[config.mk]
export PLATFORM = sky130hd
export DESIGN_NAME = watch_time_tx_fmt
export DESIGN_NICKNAME = d
export VERILOG_FILES = /design/src/rtl/watch_fmt_pkg.sv /design/src/rtl/bin2bcd_2dig.sv /design/src/rtl/watch_time_tx_fmt.sv
export SDC_FILE = /design/constraint.sdc
export NUM_CORES = 1
export LEC_CHECK = 0
export BUFFER_PORTS_ARGS = -buffer_cell sky130_fd_sc_hd__clkbuf_2
export CAP_MARGIN = 20
export CORE_ASPECT_RATIO = 2
export CORE_MARGIN = 2
export CORE_UTILIZATION = 45
export CTS_CLUSTER_SIZE = 40
export DETAILED_ROUTE_END_ITERATION = 16
export GPL_ROUTABILITY_DRIVEN = 0
export HOLD_SLACK_MARGIN = 0.03
export PLACE_DENSITY = 0.71
export SKIP_LAST_GASP = 1
export SYNTH_ARGS = -nofsm -noshare
export SYNTH_HDL_FRONTEND = slang
export SYNTH_SLANG_ARGS = --single-unit
[constraint.sdc]
create_clock -name clk -period 4.7 [get_ports clk]
set_input_delay 0.235 -clock clk [delete_from_list [all_inputs] [get_ports clk]]
set_output_delay 0.235 -clock clk [all_outputs]
set_load 0.05 [all_outputs]
[src/rtl/watch_fmt_pkg.sv]
// Shared definitions for the watch time ASCII frame formatter:
// FSM state encoding, ASCII byte constants and frame lengths.
package watch_fmt_pkg;

  typedef enum logic [1:0] {
    IDLE = 2'd0,
    CONV = 2'd1,
    SEND = 2'd2
  } state_t;

  localparam logic [7:0] ASCII_0     = 8'h30;
  localparam logic [7:0] ASCII_COLON = 8'h3A;
  localparam logic [7:0] ASCII_DOT   = 8'h2E;
  localparam logic [7:0] ASCII_CR    = 8'h0D;
  localparam logic [7:0] ASCII_LF    = 8'h0A;

  localparam logic [3:0] FRAME_LEN_NOCRLF = 4'd11;
  localparam logic [3:0] FRAME_LEN_CRLF   = 4'd13;

endpackage

[src/rtl/bin2bcd_2dig.sv]
// Combinational 7-bit binary to two decimal digits; values above 99
// saturate to 9/9 so a malformed field still renders as two digits.
module bin2bcd_2dig (
  input  logic [6:0] i_bin,
  output logic [3:0] o_tens,
  output logic [3:0] o_ones
);

  always_comb begin
    o_tens = 4'd9;
    o_ones = 4'd9;
    if (i_bin <= 7'd99) begin
      o_tens = 4'(i_bin / 7'd10);
      o_ones = 4'(i_bin % 7'd10);
    end
  end

endmodule

[src/rtl/watch_time_tx_fmt.sv]
// Snapshots the watch time on request and streams "HH:MM:SS.CC"
// (optionally followed by CR LF) into a UART TX FIFO, stalling on full.
module watch_time_tx_fmt
  import watch_fmt_pkg::*;
#(
  parameter bit SEND_CRLF = 1'b1
) (
  input  logic       clk,
  input  logic       rst,
  input  logic       i_req,
  input  logic [6:0] msec,
  input  logic [5:0] sec,
  input  logic [5:0] min,
  input  logic [4:0] hour,
  input  logic       i_fifo_full,
  output logic       o_push,
  output logic [7:0] o_data,
  output logic       o_busy
);

  localparam logic [3:0] LAST_IDX = SEND_CRLF ? (FRAME_LEN_CRLF - 4'd1)
                                              : (FRAME_LEN_NOCRLF - 4'd1);

  state_t     r_state;
  logic [6:0] r_msec;
  logic [5:0] r_sec;
  logic [5:0] r_min;
  logic [4:0] r_hour;
  logic [3:0] r_idx;
  logic [7:0] r_dig [0:7];

  logic [6:0] w_bin [0:3];
  logic [7:0] w_dig [0:7];
  logic [7:0] w_byte;
  logic       w_send;
  logic       w_push;

  // Field order here fixes digit pair order in the frame: H, M, S, C.
  assign w_bin[0] = {2'b00, r_hour};
  assign w_bin[1] = {1'b0, r_min};
  assign w_bin[2] = {1'b0, r_sec};
  assign w_bin[3] = r_msec;

  generate
    for (genvar gi = 0; gi < 4; gi++) begin : g_conv
      logic [3:0] w_tens;
      logic [3:0] w_ones;

      bin2bcd_2dig u_bin2bcd (
        .i_bin  (w_bin[gi]),
        .o_tens (w_tens),
        .o_ones (w_ones)
      );

      assign w_dig[2*gi]   = ASCII_0 | {4'b0000, w_tens};
      assign w_dig[2*gi+1] = ASCII_0 | {4'b0000, w_ones};
    end
  endgenerate

  always_comb begin
    w_byte = 8'h00;
    case (r_idx)
      4'd0:    w_byte = r_dig[0];
      4'd1:    w_byte = r_dig[1];
      4'd2:    w_byte = ASCII_COLON;
      4'd3:    w_byte = r_dig[2];
      4'd4:    w_byte = r_dig[3];
      4'd5:    w_byte = ASCII_COLON;
      4'd6:    w_byte = r_dig[4];
      4'd7:    w_byte = r_dig[5];
      4'd8:    w_byte = ASCII_DOT;
      4'd9:    w_byte = r_dig[6];
      4'd10:   w_byte = r_dig[7];
      4'd11:   w_byte = ASCII_CR;
      4'd12:   w_byte = ASCII_LF;
      default: w_byte = 8'h00;
    endcase
  end

  assign w_send = (r_state == SEND);
  assign w_push = w_send && !i_fifo_full;

  assign o_push = w_push;
  assign o_data = w_send ? w_byte : 8'h00;
  assign o_busy = (r_state != IDLE);

  always_ff @(posedge clk) begin
    if (!rst) begin
      r_state <= IDLE;
      r_idx   <= 4'd0;
      r_msec  <= 7'd0;
      r_sec   <= 6'd0;
      r_min   <= 6'd0;
      r_hour  <= 5'd0;
      for (int i = 0; i < 8; i++) r_dig[i] <= 8'h00;
    end else begin
      case (r_state)
        IDLE: begin
          if (i_req) begin
            r_msec  <= msec;
            r_sec   <= sec;
            r_min   <= min;
            r_hour  <= hour;
            r_state <= CONV;
          end
        end
        CONV: begin
          r_dig   <= w_dig;
          r_idx   <= 4'd0;
          r_state <= SEND;
        end
        SEND: begin
          if (w_push) begin
            r_idx <= r_idx + 4'd1;
            if (r_idx == LAST_IDX) r_state <= IDLE;
          end
        end
        default: r_state <= IDLE;
      endcase
    end
  end

endmodule

==> impl_metrics.tcl, run 1 <==
set metrics [dict create \
    yosys_warnings 0 \
    antenna_found_initial 0 \
    cts_root_buffer "clkbuf_16" \
    h-tree-depth 3 \
    synth_edf_count 0 \
    grt.overflow.total 0 \
    final_nets 527 \
    min_period_ns 3.16 \
    numClockSinks 59 \
    avgSynthCellArea_um2 7.63 \
    rsz0062_at_grt "false" \
    drt_pass1_iterations 5 \
    dp_hpwl_mm 6.12 \
    skew_ns 0.00375 \
    synthCells 480 \
    async_reset_ff_share_pct 0 \
    place.port_buffers 35 \
    hold_viol 0 \
    area_growth_pct 12.1 \
    relSlewSlack_pct 46.0 \
    initial_core_util_pct 46.1 \
    fin_crit_sh_pct 67.2 \
    dr_total_vias 3369 \
    grt_first_pass_wirelength_mm 14.4 \
    cp.arrival_ns 3.42 \
    die_y_um 132 \
    fin_cells 590 \
    path_max_fanout 10 \
    final_util_pct 51.7 \
    drt-initial-drc-count 157 \
    status "finished clean" \
    end_kind "flip-flop" \
    cts_resized 0 \
    ys_seq_area_share_pct 32.2 \
    vdd_drop_max_v 0.000226 \
    crit_type "reg2reg" \
    cp-start-kind "flip-flop" \
    synth_seq_cells 59 \
    cts-hold-fix-buffers 0 \
    setup_tns_ns 0 \
    dpl.cell_count 574 \
    setup_viol 0 \
    crit_required_ns 4.96 \
    clk-insertion-delay-late_ns 0.33 \
    drc 0 \
    cap_violations 0 \
    tightest_slew_ns 0.810 \
    n_antenna_cell 0 \
    power.total_uw 1450 \
    drive_gt1_share_pct 13.0 \
    ys_types 64 \
    grt_max_degree 65 \
    core_um2 7940 \
    track_usage_pct 20.3 \
    post_cts_buffers 0 \
    std_cell_rows 46 \
    synth_flop_cell "dfxtp_1" \
    cts_buffers 9 \
    max_freq_mhz 317 \
    postRouteAntennaNets 0 \
    via_per_inst 5.71 \
    chipWidth_um 67.8 \
    p_leak_uw 0.00161 \
    path_clk_slew_ns 0.05 \
    power_density_nw_per_um2 352 \
    seq_area_um2 1180 \
    wl_per_cell_um 14.1 \
    hold_class "in2reg" \
    grt_pass1_vias 3182 \
    cts_tree "yes" \
    multi_input_area_um2 2250 \
    wirelength_mm 8.35 \
    io_pins 38 \
    die-area_um2 8930 \
    fill_cells 772 \
    clk_path_buf_depth 2 \
    maxSlewViolCount 0 \
    netlist_area_um2 3660 \
]
## Yosys cell counts, types with 7 or more instances
| master | instances | share of area, % |
|---|---|---|
| nand2_1 | 80 | 8.2 |
| dfxtp_1 | 59 | 32 |
| clkbuf_1 | 29 | 3.0 |
| a21oi_1 | 27 | 3.7 |
| nor2_1 | 27 | 2.8 |
| o21ai_0 | 21 | 2.9 |
| a21boi_1 | 20 | 4.1 |
| inv_1 | 16 | 1.6 |
| nand3_1 | 13 | 1.8 |
| nand2b_1 | 12 | 2.0 |
| a21boi_0 | 11 | 2.3 |
| ha_1 | 10 | 3.4 |
| buf_2 | 9 | 1.2 |
| nor2b_1 | 9 | 1.5 |
| nor3_1 | 9 | 1.2 |
| a31oi_1 | 8 | 1.4 |
| o21a_1 | 7 | 1.4 |
## flip-flops by register name, indices dropped and copies added (netlist names)
register,cells
r_idx,4
r_min,6
r_sec,6
r_hour,5
r_msec,7
r_dig,29
r_state,2
## final cells by class
type	instances	area share, %
inverters	18	1.65
well taps	96	2.93
repair buffers	38	4.81
flip-flops and latches	59	28.8
multi-input cells	363	54.7
clock buffers	9	5.48
clock inverters	7	1.68
## per-layer routing
layer | up-vias | wire length (um) | global-route usage [%]
met5 | - | 0 | 0
met4 | 0 | 205 | 9.33
li1 | 1720 | - | -
met3 | 14 | 243 | 3.34
met2 | 53 | 4520 | 36.2
met1 | 1582 | 3370 | 22.3
## power breakdown
part | switching [uW] | total (uW) | internal, uW
logic | 132 | 230 | 98.3
registers | 39.7 | 571 | 531
clock network | 239 | 646 | 407
## worst max-delay path, cell delays in order, from the launching register on
cell	delay, ns
dfxtp_1	0.50
inv_2	0.11
maj3_1	0.37
a22oi_1	0.26
xor2_1	0.12
ha_1	0.31
and3b_1	0.21
a2111oi_0	0.30
a21oi_1	0.08
a21oi_1	0.31
mux2_1	0.36
a21oi_1	0.16
## final timing paths
path | startpoint | to | slack, ns | cells past startpoint
max | r_min[5] | r_dig[34] | 1.54 | 11
min | msec[0] | r_msec[0] | 0.12 | 3
max reg2reg | r_min[5] | r_dig[34] | 1.54 | 11
min reg2reg | r_dig[9] | r_dig[9] | 0.46 | 2
## cell usage in the layout (no fill, tap or decap), drive strengths merged, types with 13 or more instances in the layout
cell type	n
o21ai	26
a21oi	27
clkbuf	44
nand2	80
inv	18
a21boi	32
nand3	13
dfxtp	59
nand2b	13
nor2	27
## kinds of logic (layout without fill, tap and decap cells)
| family | count (synthesis) | after routing | synth area share [%] |
|---|---|---|---|
| AO/OA/AOI/OAI | 147 | 147 | 28.3 |
| XOR/XNOR | 8 | 8 | 1.91 |
| adder cells (fa/ha/maj) | 13 | 13 | 4.27 |
| buffers and inverters | 59 | 72 | 6.66 |
| flip-flops | 59 | 59 | 32.2 |
| multiplexers | 5 | 5 | 1.47 |
| other | 1 | 2 | 0.102 |
| AND/OR/NAND/NOR | 188 | 188 | 25.0 |
## metrics by stage
step | cell area, um^2 | worst slack [ns] | hold WS (ns)
after floorplan | 3670 | 1.86 | 0.370
after global placement | 3810 | 1.73 | 0.451
after detailed placement | 3810 | 1.57 | 0.453
after global routing | 4110 | 1.21 | 0.129
after CTS | 4110 | 1.54 | 0.116
final | 4110 | 1.54 | 0.120
No activity file was read; power rests on OpenSTA's default activity.
==> inputs of run 2 (changes only) <==
Clock period 4.7 ns to 3.3 ns, I/O delays scaled along.
==> impl_metrics.tcl, run 2 (same netlist as run 1, synthesis figures left out) <==
set metrics [dict create \
    status "finished clean" \
    chipWidth_um 67.8 \
    cp-start-kind "flip-flop" \
    via_per_inst 5.66 \
    path_max_fanout 10 \
    hold_path_depth 3 \
    wirelength_mm 8.37 \
    end_kind "flip-flop" \
    grt_pass1_vias 3181 \
    grt_first_pass_wirelength_mm 14.1 \
    worstHoldEndpoint "r_hour[1]" \
    cap_violations 0 \
    clk_path_buf_depth 2 \
    fin_crit_sh_pct 96.6 \
    final_cell_mix "nand2_1 (80), dfxtp_1 (58), clkbuf_2 (35)" \
    drt_pass1_iterations 4 \
    initial_core_util_pct 46.1 \
    crit_type "reg2reg" \
    skew_ns 0.00455 \
    power.total_uw 2060 \
    largest_reg_flops 29 \
    io_pins 38 \
    layout_commonest_cell "nand2_1" \
    min_from "hour[1]" \
    cts_tree "yes" \
    track_usage_pct 20.1 \
    placed_area_um2 3820 \
    place.port_buffers 35 \
    final_nets 528 \
    top_register "r_dig" \
    top_regs "r_dig (29), r_msec (7)" \
    antenna_found_initial 0 \
    dpl.cell_count 575 \
    path_clk_slew_ns 0.05 \
    numClockSinks 59 \
    min_period_ns 3.19 \
    post-route-cell-area_um2 4120 \
    cts-hold-fix-buffers 0 \
    postRouteAntennaNets 0 \
    fill_cells 795 \
    drt-initial-drc-count 152 \
    vdd_drop_max_v 0.000415 \
    rr_startpoint "r_min[5]" \
    drc 0 \
    grt.overflow.total 0 \
    core_um2 7940 \
    h-tree-depth 3 \
    maxSlewViolCount 0 \
    hold_class "in2reg" \
    die_y_um 132 \
    clk-insertion-delay-late_ns 0.33 \
    crit_required_ns 3.55 \
    setup_viol 0 \
    tightest_slew_ns 0.866 \
    fin_cells 591 \
    r2r_cells 11 \
    cts_root_buffer "clkbuf_16" \
    grt_max_degree 50 \
    relSlewSlack_pct 42.0 \
    r2r-end "r_dig[34]" \
    hold_viol 0 \
    drive_gt1_share_pct 13.3 \
    std_cell_rows 46 \
    cp.arrival_ns 3.44 \
    area_growth_pct 12.3 \
    cts_buffers 9 \
    dp_hpwl_mm 6.04 \
    n_antenna_cell 0 \
    die-area_um2 8930 \
    power_density_nw_per_um2 500 \
    max_freq_mhz 314 \
    wl_per_cell_um 14.2 \
    dr_total_vias 3344 \
    worst-r2r-setup-slack_ns 0.11 \
    p_leak_uw 0.00163 \
]
run 2: power by group:
group | internal (uW) | total (uW) | switching (uW)
clock | 596 | 910 | 314
sequential | 758 | 815 | 57.1
combinational | 142 | 333 | 191
total | 1500 | 2060 | 562
run 2: final cells by class:
cell class	count	area [um^2]	share of cell area (%)
clock inverters	6	55.1	1.34
clock buffers	10	239	5.81
inverters	18	67.6	1.64
multi-input cells	363	2250	54.6
flip-flops and latches	59	1180	28.7
well taps	96	120	2.92
repair buffers	39	205	4.98
run 2: how the worst max path moves through the flow:
stage / start / endpoint / slack, ns / cells after the start
2_1_floorplan: r_min[5] / r_dig[34] / 0.46 / 13
3_3_place_gp: r_min[5] / r_dig[34] / 0.38 / 11
3_5_place_dp: r_min[5] / r_dig[34] / 0.19 / 11
4_1_cts: r_min[5] / r_dig[34] / 0.14 / 11
5_1_grt: r_min[5] / r_dig[34] / -0.04 / 11
6_report: r_min[5] / r_dig[34] / 0.11 / 11
run 2: critical path, cell delays in order (launching register included):
cell	delay, ns
dfxtp_2	0.42
inv_2	0.10
maj3_1	0.37
a22oi_1	0.27
xor2_1	0.13
ha_1	0.31
and3b_1	0.23
a2111oi_1	0.38
a21oi_1	0.09
a21oi_1	0.30
mux2_1	0.36
a21oi_1	0.14
run 2: metal layers:
metal  vias to the layer above  wire length (um)  global-route usage, %
met5                         -                 0                      0
met2                        69              4450                   34.9
met1                      1537              3310                   21.4
li1                       1718                 -                      -
met4                         0               291                   10.0
met3                        20               326                   5.05
run 2: through the flow:
stage          hold slack [ns]  setup TNS (ns)  util (%)  setup WS [ns]
2_1_floorplan            0.300               0         -          0.457
3_3_place_gp             0.385               0      48.1          0.384
6_report                0.0580               0      51.8          0.113
4_1_cts                 0.0523               0      51.8          0.143
3_5_place_dp             0.394               0      48.1          0.189
5_1_grt                 0.0560         -0.0375      51.8        -0.0375
run 2: timing repair:
item                       CTS  global route
gates resized for setup      0             2
setup buffers                0             0
setup endpoints to repair    0             2
==> inputs of run 3 (changes only) <==
Settings changed: CORE_ASPECT_RATIO 2 to unset, CORE_UTILIZATION 45 to 59, PLACE_DENSITY 0.71 to 0.87.
==> impl_metrics.tcl, run 3 (same netlist as run 1, synthesis figures left out) <==
set metrics [dict create \
    drive_gt1_share_pct 12.4 \
    path_cells "inv_2 > maj3_1 > a22oi_1 > xor2_1 > ha_1 > and3b_1 > a2111oi_0 > a21oi_1 > a21oi_1 > mux2_1 > a21oi_1" \
    postRouteAntennaNets 0 \
    cpMostUsedCell "a21oi_1" \
    max_freq_mhz 330 \
    post-route-cell-area_um2 3950 \
    track_usage_pct 23.6 \
    rr_startpoint "r_min[5]" \
    dpl.cell_count 552 \
    chipWidth_um 82.8 \
    maxSlewViolCount 0 \
    grt_pass1_vias 3063 \
    h-tree-depth 3 \
    fin_ws_ns 0.271 \
    relSlewSlack_pct 30.0 \
    std_cell_rows 28 \
    core_um2 5960 \
    die_y_um 82.8 \
    status "finished clean" \
    wirelength_mm 8.16 \
    skew_ns 0.00724 \
    cts_buffers 9 \
    cpPeakStageDelay_ns 0.42 \
    clk_path_buf_depth 2 \
    cp_slowest_cell "dfxtp_2" \
    drt-initial-drc-count 305 \
    hold_path_depth 3 \
    fill_cells 507 \
    p_leak_uw 0.00156 \
    cap_violations 0 \
    antenna_found_initial 0 \
    tightest_slew_ns 1.05 \
    setup_tns_ns 0 \
    path_max_fanout 10 \
    dr_total_vias 3434 \
    cts_root_buffer "clkbuf_8" \
    largest_reg_flops 29 \
    end_kind "flip-flop" \
    r2r_cells 11 \
    power_density_nw_per_um2 438 \
    top_regs "r_dig (29), r_msec (7)" \
    drc 0 \
    worst-r2r-setup-slack_ns 0.27 \
    rsz0062_at_grt "false" \
    clk-insertion-delay-late_ns 0.34 \
    hold_viol 0 \
    initial_core_util_pct 61.5 \
    worstHoldEndpoint "r_sec[4]" \
    post-place-ws_ns 0.208 \
    vdd_drop_max_v 0.000459 \
    setup_viol 0 \
    hold_class "in2reg" \
    cp.arrival_ns 3.30 \
    grt_max_degree 65 \
    final_nets 526 \
    drt_pass1_iterations 5 \
    fin_crit_sh_pct 91.8 \
    min_period_ns 3.03 \
    cts_tree "yes" \
    via_per_inst 6.05 \
    place.port_buffers 35 \
    crit_type "reg2reg" \
    dp_hpwl_mm 5.62 \
    numClockSinks 59 \
    io_pins 38 \
    placed_area_um2 3780 \
    fin_cells 568 \
    crit_required_ns 3.57 \
    grt_first_pass_wirelength_mm 13.7 \
    hold_ws_ns 0.0444 \
    top_register "r_dig" \
    r2r-end "r_dig[34]" \
    cp-start-kind "flip-flop" \
    grt.overflow.total 0 \
    n_antenna_cell 0 \
    min_from "sec[4]" \
    path_clk_slew_ns 0.06 \
    area_growth_pct 7.85 \
    die-area_um2 6860 \
    wl_per_cell_um 14.4 \
    layout_commonest_cell "nand2_1" \
    final_cell_mix "nand2_1 (80), dfxtp_1 (58), clkbuf_2 (35)" \
]
## run 3: worst max-delay path: cells and delay by family, from the launching register on
kind / cells / cell delay [ns]
AO/OA/AOI/OAI: 5 / 1.10
adder cells (fa/ha/maj): 2 / 0.66
flip-flops: 1 / 0.42
multiplexers: 1 / 0.35
AND/OR/NAND/NOR: 1 / 0.20
XOR/XNOR: 1 / 0.13
buffers and inverters: 1 / 0.09
## run 3: cell type report
type | count | area [um^2] | area share [%]
Clock buffer | 14 | 163 | 4.12
Timing Repair Buffer | 37 | 190 | 4.81
Clock inverter | 2 | 10.0 | 0.253
Inverter | 18 | 67.6 | 1.71
Sequential cell | 59 | 1180 | 29.9
Multi-Input combinational cell | 363 | 2250 | 56.8
Tap cell | 75 | 93.8 | 2.37
## run 3: repair_timing
item | CTS | global route
buffers inserted | 0 | 0
hold buffers | 0 | 0
resized for setup | 0 | 1
endpoints found under the setup margin | 0 | 1
## run 3: worst max path at each step
stage | start | slack [ns] | endpoint
global route | r_min[5] | 0.03 | r_dig[34]
detailed placement | r_min[5] | 0.21 | r_dig[34]
floorplan | r_min[5] | 0.46 | r_dig[34]
global placement | r_min[5] | 0.39 | r_dig[34]
finish | r_min[5] | 0.27 | r_dig[34]
CTS | r_min[5] | 0.18 | r_dig[34]
## run 3: metrics by stage
stage	util, %	power (uW)
floorplan	-	1080
global placement	63.4	1140
detailed placement	63.4	1150
CTS	66.3	1730
global route	66.4	1810
finish	66.4	1730
## run 3: layer usage
| metal | wire (um) | GRT usage, % | vias to the layer above |
|---|---|---|---|
| met1 | 3730 | 31.6 | 1615 |
| met3 | 476 | 4.67 | 10 |
| met2 | 3860 | 38.3 | 97 |
| li1 | - | - | 1712 |
| met4 | 89 | 7.90 | 0 |
| met5 | 0 | 0 | - |
## run 3: where the power goes
group	switching [uW]	internal (uW)	leakage, uW	total, uW
combinational	191	140	0.000983	331
clock	275	312	0.0000905	587
sequential	56.9	756	0.000482	813
total	523	1210	0.00156	1730
